### config.mk
export PLATFORM = sky130hd
export DESIGN_NAME = alu_issue
export DESIGN_NICKNAME = d
export VERILOG_FILES = /design/src/rtl/alu_issue_pkg.sv /design/src/rtl/alu_regfile.sv /design/src/rtl/alu_issue.sv
export SDC_FILE = /design/constraint.sdc
export NUM_CORES = 1
export LEC_CHECK = 0
export CAP_MARGIN = 20
export CELL_PAD_IN_SITES_DETAIL_PLACEMENT = 0
export CELL_PAD_IN_SITES_GLOBAL_PLACEMENT = 1
export CORE_UTILIZATION = 37
export DETAILED_ROUTE_END_ITERATION = 6
export PLACE_DENSITY_LB_ADDON = 0.1
export SYNTH_ARGS = -nofsm -noshare
export SYNTH_HDL_FRONTEND = slang
export SYNTH_SLANG_ARGS = --single-unit
### constraint.sdc
create_clock -name i_clk -period 3.96 [get_ports i_clk]
set_input_delay 0.396 -clock i_clk [delete_from_list [all_inputs] [get_ports i_clk]]
set_output_delay 0.396 -clock i_clk [all_outputs]
set_load 0.1 [all_outputs]
### src/rtl/alu_issue_pkg.sv
// Shared definitions for the ALU issue front-end: opcodes, FSM states, flag bit positions.
package alu_issue_pkg;

    localparam logic [6:0] MATH_ADD = 7'h00;
    localparam logic [6:0] MATH_SUB = 7'h01;
    localparam logic [6:0] MATH_AND = 7'h02;
    localparam logic [6:0] MATH_IOR = 7'h03;
    localparam logic [6:0] MATH_XOR = 7'h04;
    localparam logic [6:0] MATH_CMP = 7'h05;
    localparam logic [6:0] MATH_MUL = 7'h06;
    localparam logic [6:0] MATH_DIV = 7'h07;
    localparam logic [6:0] MATH_MOD = 7'h08;

    typedef enum logic [1:0] {
        ST_IDLE = 2'd0,
        ST_EXEC = 2'd1,
        ST_RESP = 2'd2
    } issue_state_e;

    // Bit positions inside the 7-bit flag vector {carry,equal,lt,zero,one,ovf,undef}
    localparam int FLAG_CARRY = 6;
    localparam int FLAG_EQUAL = 5;
    localparam int FLAG_LT    = 4;
    localparam int FLAG_ZERO  = 3;
    localparam int FLAG_ONE   = 2;
    localparam int FLAG_OVF   = 1;
    localparam int FLAG_UNDEF = 0;

endpackage

### src/rtl/alu_regfile.sv
// NREGS x 8 register file: two operand read ports, one debug read port, one write port.
// r0 always reads zero and ignores writes; active-low synchronous clear.
module alu_regfile
    import alu_issue_pkg::*;
#(
    parameter int NREGS = 4,
    localparam int RW = $clog2(NREGS)
) (
    input  logic          i_clk,
    input  logic          i_rst_n,
    input  logic [RW-1:0] i_ra_addr,
    output logic [7:0]    o_ra_data,
    input  logic [RW-1:0] i_rb_addr,
    output logic [7:0]    o_rb_data,
    input  logic [RW-1:0] i_dbg_addr,
    output logic [7:0]    o_dbg_data,
    input  logic          i_we,
    input  logic [RW-1:0] i_wa,
    input  logic [7:0]    i_wd
);

    logic [7:0] regs_q [NREGS];

    always_ff @(posedge i_clk) begin
        if (!i_rst_n) begin
            for (int i = 0; i < NREGS; i++) begin
                regs_q[i] <= '0;
            end
        end else if (i_we && (i_wa != '0)) begin
            regs_q[i_wa] <= i_wd;
        end
    end

    assign o_ra_data  = (i_ra_addr  == '0) ? 8'd0 : regs_q[i_ra_addr];
    assign o_rb_data  = (i_rb_addr  == '0) ? 8'd0 : regs_q[i_rb_addr];
    assign o_dbg_data = (i_dbg_addr == '0) ? 8'd0 : regs_q[i_dbg_addr];

endmodule

### src/rtl/alu_issue.sv
// Issue/sequencing front-end for the combinational ALU: IDLE -> EXEC -> RESP.
// Optional sticky divide-by-zero trap enabled by defining ALU_ISSUE_TRAP_EN.
module alu_issue
    import alu_issue_pkg::*;
#(
    parameter int NREGS = 4,
    localparam int RW = $clog2(NREGS)
) (
    input  logic          i_clk,
    input  logic          i_rst_n,
    input  logic          i_valid,
    output logic          o_ready,
    input  logic [6:0]    i_op,
    input  logic          i_signed,
    input  logic [RW-1:0] i_rd,
    input  logic [RW-1:0] i_ra,
    input  logic [RW-1:0] i_rb,
    input  logic          i_use_imm,
    input  logic [7:0]    i_imm,
    output logic [7:0]    o_alu_a,
    output logic [7:0]    o_alu_b,
    output logic [6:0]    o_alu_op,
    output logic          o_alu_signed,
    input  logic [7:0]    i_alu_g,
    input  logic [6:0]    i_alu_flags,
    output logic          o_res_valid,
    input  logic          i_res_ready,
    output logic [7:0]    o_res,
    output logic [6:0]    o_flags,
    input  logic [RW-1:0] i_dbg_addr,
    output logic [7:0]    o_dbg_data,
    output logic          o_trap,
    input  logic          i_trap_clr
);

    // Valid/ready: an instruction transfers on a rising edge with i_valid & o_ready,
    // a result transfers with o_res_valid & i_res_ready; neither side may retract
    // or change its payload while waiting.

    issue_state_e  state_q;
    logic [RW-1:0] rd_q;
    logic [7:0]    alu_a_q, alu_b_q, res_q;
    logic [6:0]    alu_op_q, flags_q;
    logic          alu_signed_q;
    logic [7:0]    ra_data, rb_data;
    logic          wb_en;

    alu_regfile #(.NREGS(NREGS)) u_regfile (
        .i_clk      (i_clk),
        .i_rst_n    (i_rst_n),
        .i_ra_addr  (i_ra),
        .o_ra_data  (ra_data),
        .i_rb_addr  (i_rb),
        .o_rb_data  (rb_data),
        .i_dbg_addr (i_dbg_addr),
        .o_dbg_data (o_dbg_data),
        .i_we       (wb_en),
        .i_wa       (rd_q),
        .i_wd       (i_alu_g)
    );

`ifdef ALU_ISSUE_TRAP_EN
    logic trap_q;
    // A divide/modulo by zero must not corrupt the destination register
    assign wb_en  = (state_q == ST_EXEC) && (alu_op_q != MATH_CMP) && !i_alu_flags[FLAG_UNDEF];
    assign o_trap = trap_q;
`else
    logic unused_trap_clr;
    assign wb_en           = (state_q == ST_EXEC) && (alu_op_q != MATH_CMP);
    assign o_trap          = 1'b0;
    assign unused_trap_clr = i_trap_clr;
`endif

    always_ff @(posedge i_clk) begin
        if (!i_rst_n) begin
            state_q      <= ST_IDLE;
            rd_q         <= '0;
            alu_a_q      <= '0;
            alu_b_q      <= '0;
            alu_op_q     <= '0;
            alu_signed_q <= 1'b0;
            res_q        <= '0;
            flags_q      <= '0;
`ifdef ALU_ISSUE_TRAP_EN
            trap_q       <= 1'b0;
`endif
        end else begin
`ifdef ALU_ISSUE_TRAP_EN
            if (i_trap_clr) trap_q <= 1'b0;
`endif
            case (state_q)
                ST_IDLE: begin
                    if (i_valid) begin
                        rd_q         <= i_rd;
                        alu_op_q     <= i_op;
                        alu_signed_q <= i_signed;
                        alu_a_q      <= ra_data;
                        alu_b_q      <= i_use_imm ? i_imm : rb_data;
                        state_q      <= ST_EXEC;
                    end
                end
                ST_EXEC: begin
                    res_q   <= i_alu_g;
                    flags_q <= i_alu_flags;
`ifdef ALU_ISSUE_TRAP_EN
                    // Placed after the clear so a same-cycle set wins
                    if (i_alu_flags[FLAG_UNDEF]) trap_q <= 1'b1;
`endif
                    state_q <= ST_RESP;
                end
                ST_RESP: begin
                    if (i_res_ready) state_q <= ST_IDLE;
                end
                default: state_q <= ST_IDLE;
            endcase
        end
    end

    assign o_ready      = (state_q == ST_IDLE);
    assign o_res_valid  = (state_q == ST_RESP);
    assign o_alu_a      = alu_a_q;
    assign o_alu_b      = alu_b_q;
    assign o_alu_op     = alu_op_q;
    assign o_alu_signed = alu_signed_q;
    assign o_res        = res_q;
    assign o_flags      = flags_q;

endmodule

==> results.yml <==
global_routing:
  first_global_vias: 2431
  grt_pass1_wl_um: 12200
  overflow: 0
  antenna_found_initial: 0
  grt_max_degree: 28
  grt_usage_pct: 18.2
synthesis:
  yosysTopAreaCell: "dfxtp_1"
  synth.avg_cell_area_um2: 10.0
  ys_ff_latch: 67
  yosysSeqAreaShare_pct: 51.8
  synth.area.top_cells: "dfxtp_1, edfxtp_1, mux2_2, nand2_1, a21oi_1"
  syn_area_um2: 3050
  synth_top_area_share_pct: 28.2
  syn_nets: 350
  ys_types: 29
  synth_cells: 305
  ys_warn_count: 0
critical_path:
  cp_top_family: "buffers and inverters"
  required_ns: 3.56
  crit_path_cell_trace: "clkdlybuf4s50_1 -> nor2b_1 -> a22o_1 -> buf_4"
  slowest_stage: "clkdlybuf4s50_1"
  arrival_ns: 2.16
  path_max_fanout: 10
  critPathLaunchType: "input port"
  crit_type: "input port to output pin"
  critPathBufInv: 2
  critPathCaptureType: "output pin"
  critical-path-max-stage-delay_ns: 0.72
floorplanning:
  fp.dieW_um: 92.8
  row_count: 32
  ios: 95
  initial_core_util_pct: 38.9
  dieArea_um2: 8610
  core_region_area_um2: 7850
  die_height_um: 92.8
timing:
  rsz0062_at_grt: "no"
  holdWs_ns: 0.454
  setup_viol: 0
  final.setup.tns_ns: 0
  relSlewSlack_pct: 33.8
  finalCritPeriodShare_pct: 64.6
  maxSlewViolCount: 0
  finalClockSkew_ns: 0.00833
  hold_viol: 0
  tightest_slew_ns: 0.989
  fin_crit_ns: 2.56
  fmax_mhz: 391
finish:
  drive_gt1_share_pct: 16.9
  area_growth_syn_to_layout_pct: 36.8
  nets: 436
  antenna_cells: 0
pwr:
  power_frac_seq_pct: 43.9
  swShare_pct: 35.6
  power_mw: 1.78
  pwr-share-comb_pct: 28.8
  ir_drop_mv: 0.252
  p_sw_mw: 0.632
  p_int_mw: 1.14
  power_frac_clock_pct: 27.3
  p_per_area_nw_per_um2: 426
  p_leak_nw: 1.49
route:
  avgRoutedWirePerCell_um: 14.8
  drcViolationCount: 0
  drtAntennaViolNets: 0
  vias: 2477
  routed_wl_um: 7390
  drt_first_iter_violations: 80
  dr.pass1.iters: 4
  vias_per_cell: 4.97
clocking:
  clockBufferDepth: 2
  clk_transition_reported_paths_ns: 0.07
  post_cts_buffers: 0
  h-tree-depth: 3
  cts_root_buffer: "clkbuf_8"
  numCtsBuffers: 9
  worst_skew_pair.late_latency_ns: 0.33
  ctsHoldBuffers: 0
  cts-resized-gates: 0
  cts_tree: "built"
  cts_num_sinks: 67
min_path:
  min_path_type: "flop to flop"
flow_run:
  cap_violations: 0
placement:
  dp_hpwl_um: 5350
  portBuffers: 92
  place.gp.congestion: 0.747
run_status:
  outcome: "finished, final reports clean"
state kept, by name, indices dropped and copies added, names as in the netlist:
signal            cells
o_res                 8
state_q               2
rd_q                  2
u_regfile.regs_q     24
o_alu_signed          1
o_alu_a               8
o_alu_op              7
o_alu_b               8
o_flags               7
Yosys cell counts:
| library cell | number |
|---|---|
| buf_2 | 10 |
| nor2b_1 | 5 |
| inv_2 | 1 |
| nand2_1 | 60 |
| o21ai_0 | 17 |
| edfxtp_1 | 24 |
| inv_1 | 2 |
| clkbuf_1 | 9 |
| a22o_1 | 7 |
| buf_1 | 1 |
| buf_6 | 1 |
| nand2b_1 | 2 |
| a21oi_1 | 34 |
| buf_4 | 1 |
| nor2_1 | 34 |
| or3b_1 | 1 |
| a221oi_1 | 7 |
| o221ai_4 | 1 |
| nor3b_2 | 2 |
| clkbuf_2 | 1 |
| o31ai_1 | 3 |
| o21ai_1 | 1 |
| conb_1 | 1 |
| mux2_2 | 24 |
| dfxtp_1 | 43 |
| or3b_2 | 1 |
| o2111ai_4 | 2 |
| or4b_4 | 1 |
| a221oi_2 | 9 |
cell families after synthesis:
kind of cell / Yosys count / share of synthesized area, %
DFF: 67 / 51.8
muxes: 24 / 8.86
buffers and inverters: 26 / 4.02
AOI/OAI and AO/OA: 81 / 20.3
and+or+nand+nor: 106 / 14.8
other: 1 / 0.123
power groups by stage:
stage                     clock network (mW)  logic, mW  registers (mW)
after floorplan                            0      0.185           0.984
after global placement                     0      0.511           0.794
after detailed placement                   0      0.513           0.795
after CTS                              0.498      0.515           0.780
after global routing                   0.531      0.536           0.786
final                                  0.484      0.511           0.780
worst min-delay path: cells and delay by family (launching register included):
kind | cells | cell delay, ns
DFF | 1 | 0.31
and+or+nand+nor | 1 | 0.05
AOI/OAI and AO/OA | 1 | 0.05
stage by stage:
stage	setup slack, ns	std cells	cell area, um2	util (%)
after global placement	1.42	480	4000	50.9
after CTS	1.39	497	4170	53.1
final	1.40	498	4170	53.2
after floorplan	0.818	305	3050	-
after detailed placement	1.39	481	4000	51.0
after global routing	1.28	498	4170	53.2
cell usage in the layout, fill, tap and decap left out:
cell type,count
or4b_4,1
a221oi_1,7
inv_1,2
clkbuf_8,10
nand2b_1,2
buf_2,2
o2111ai_4,2
clkbuf_1,4
mux2_2,24
edfxtp_1,24
o31ai_1,3
o21ai_1,1
nor2b_1,5
a21oi_1,34
or3b_2,1
o221ai_4,1
o21ai_0,17
nor3b_2,2
dfxtp_1,43
a221oi_2,9
inv_4,1
nand2_1,60
nor2_1,34
inv_2,1
conb_1,1
a22o_1,7
buf_4,12
or3b_1,1
clkdlybuf4s50_1,84
clkinv_2,1
worst paths after layout:
path                      start                     end  slack [ns]  depth (start not counted)
setup / recovery  i_dbg_addr[1]           o_dbg_data[0]        1.40                          4
hold / removal       o_flags[4]              o_flags[4]        0.45                          2
hold reg to reg      o_flags[4]              o_flags[4]        0.45                          2
setup reg to reg    o_alu_op[3]  u_regfile.regs_q[1][5]        2.09                          4
layer usage:
layer | global-route usage (%) | vias to the layer above | wire, um
met5 | 0 | - | 0
met4 | 4.23 | 0 | 67
met3 | 7.64 | 8 | 615
met2 | 29.2 | 80 | 3350
met1 | 22.6 | 1133 | 3360
li1 | - | 1256 | -
layout make-up:
class,instances,area [um2]
multi-input cells,212,1350
fillers,765,3680
clock buffers,14,153
flip-flops and latches,67,1580
repair buffers,98,941
clock inverters,2,11.3
inverters,3,11.3
well taps,102,128
No activity file was read; power rests on OpenSTA's default activity.
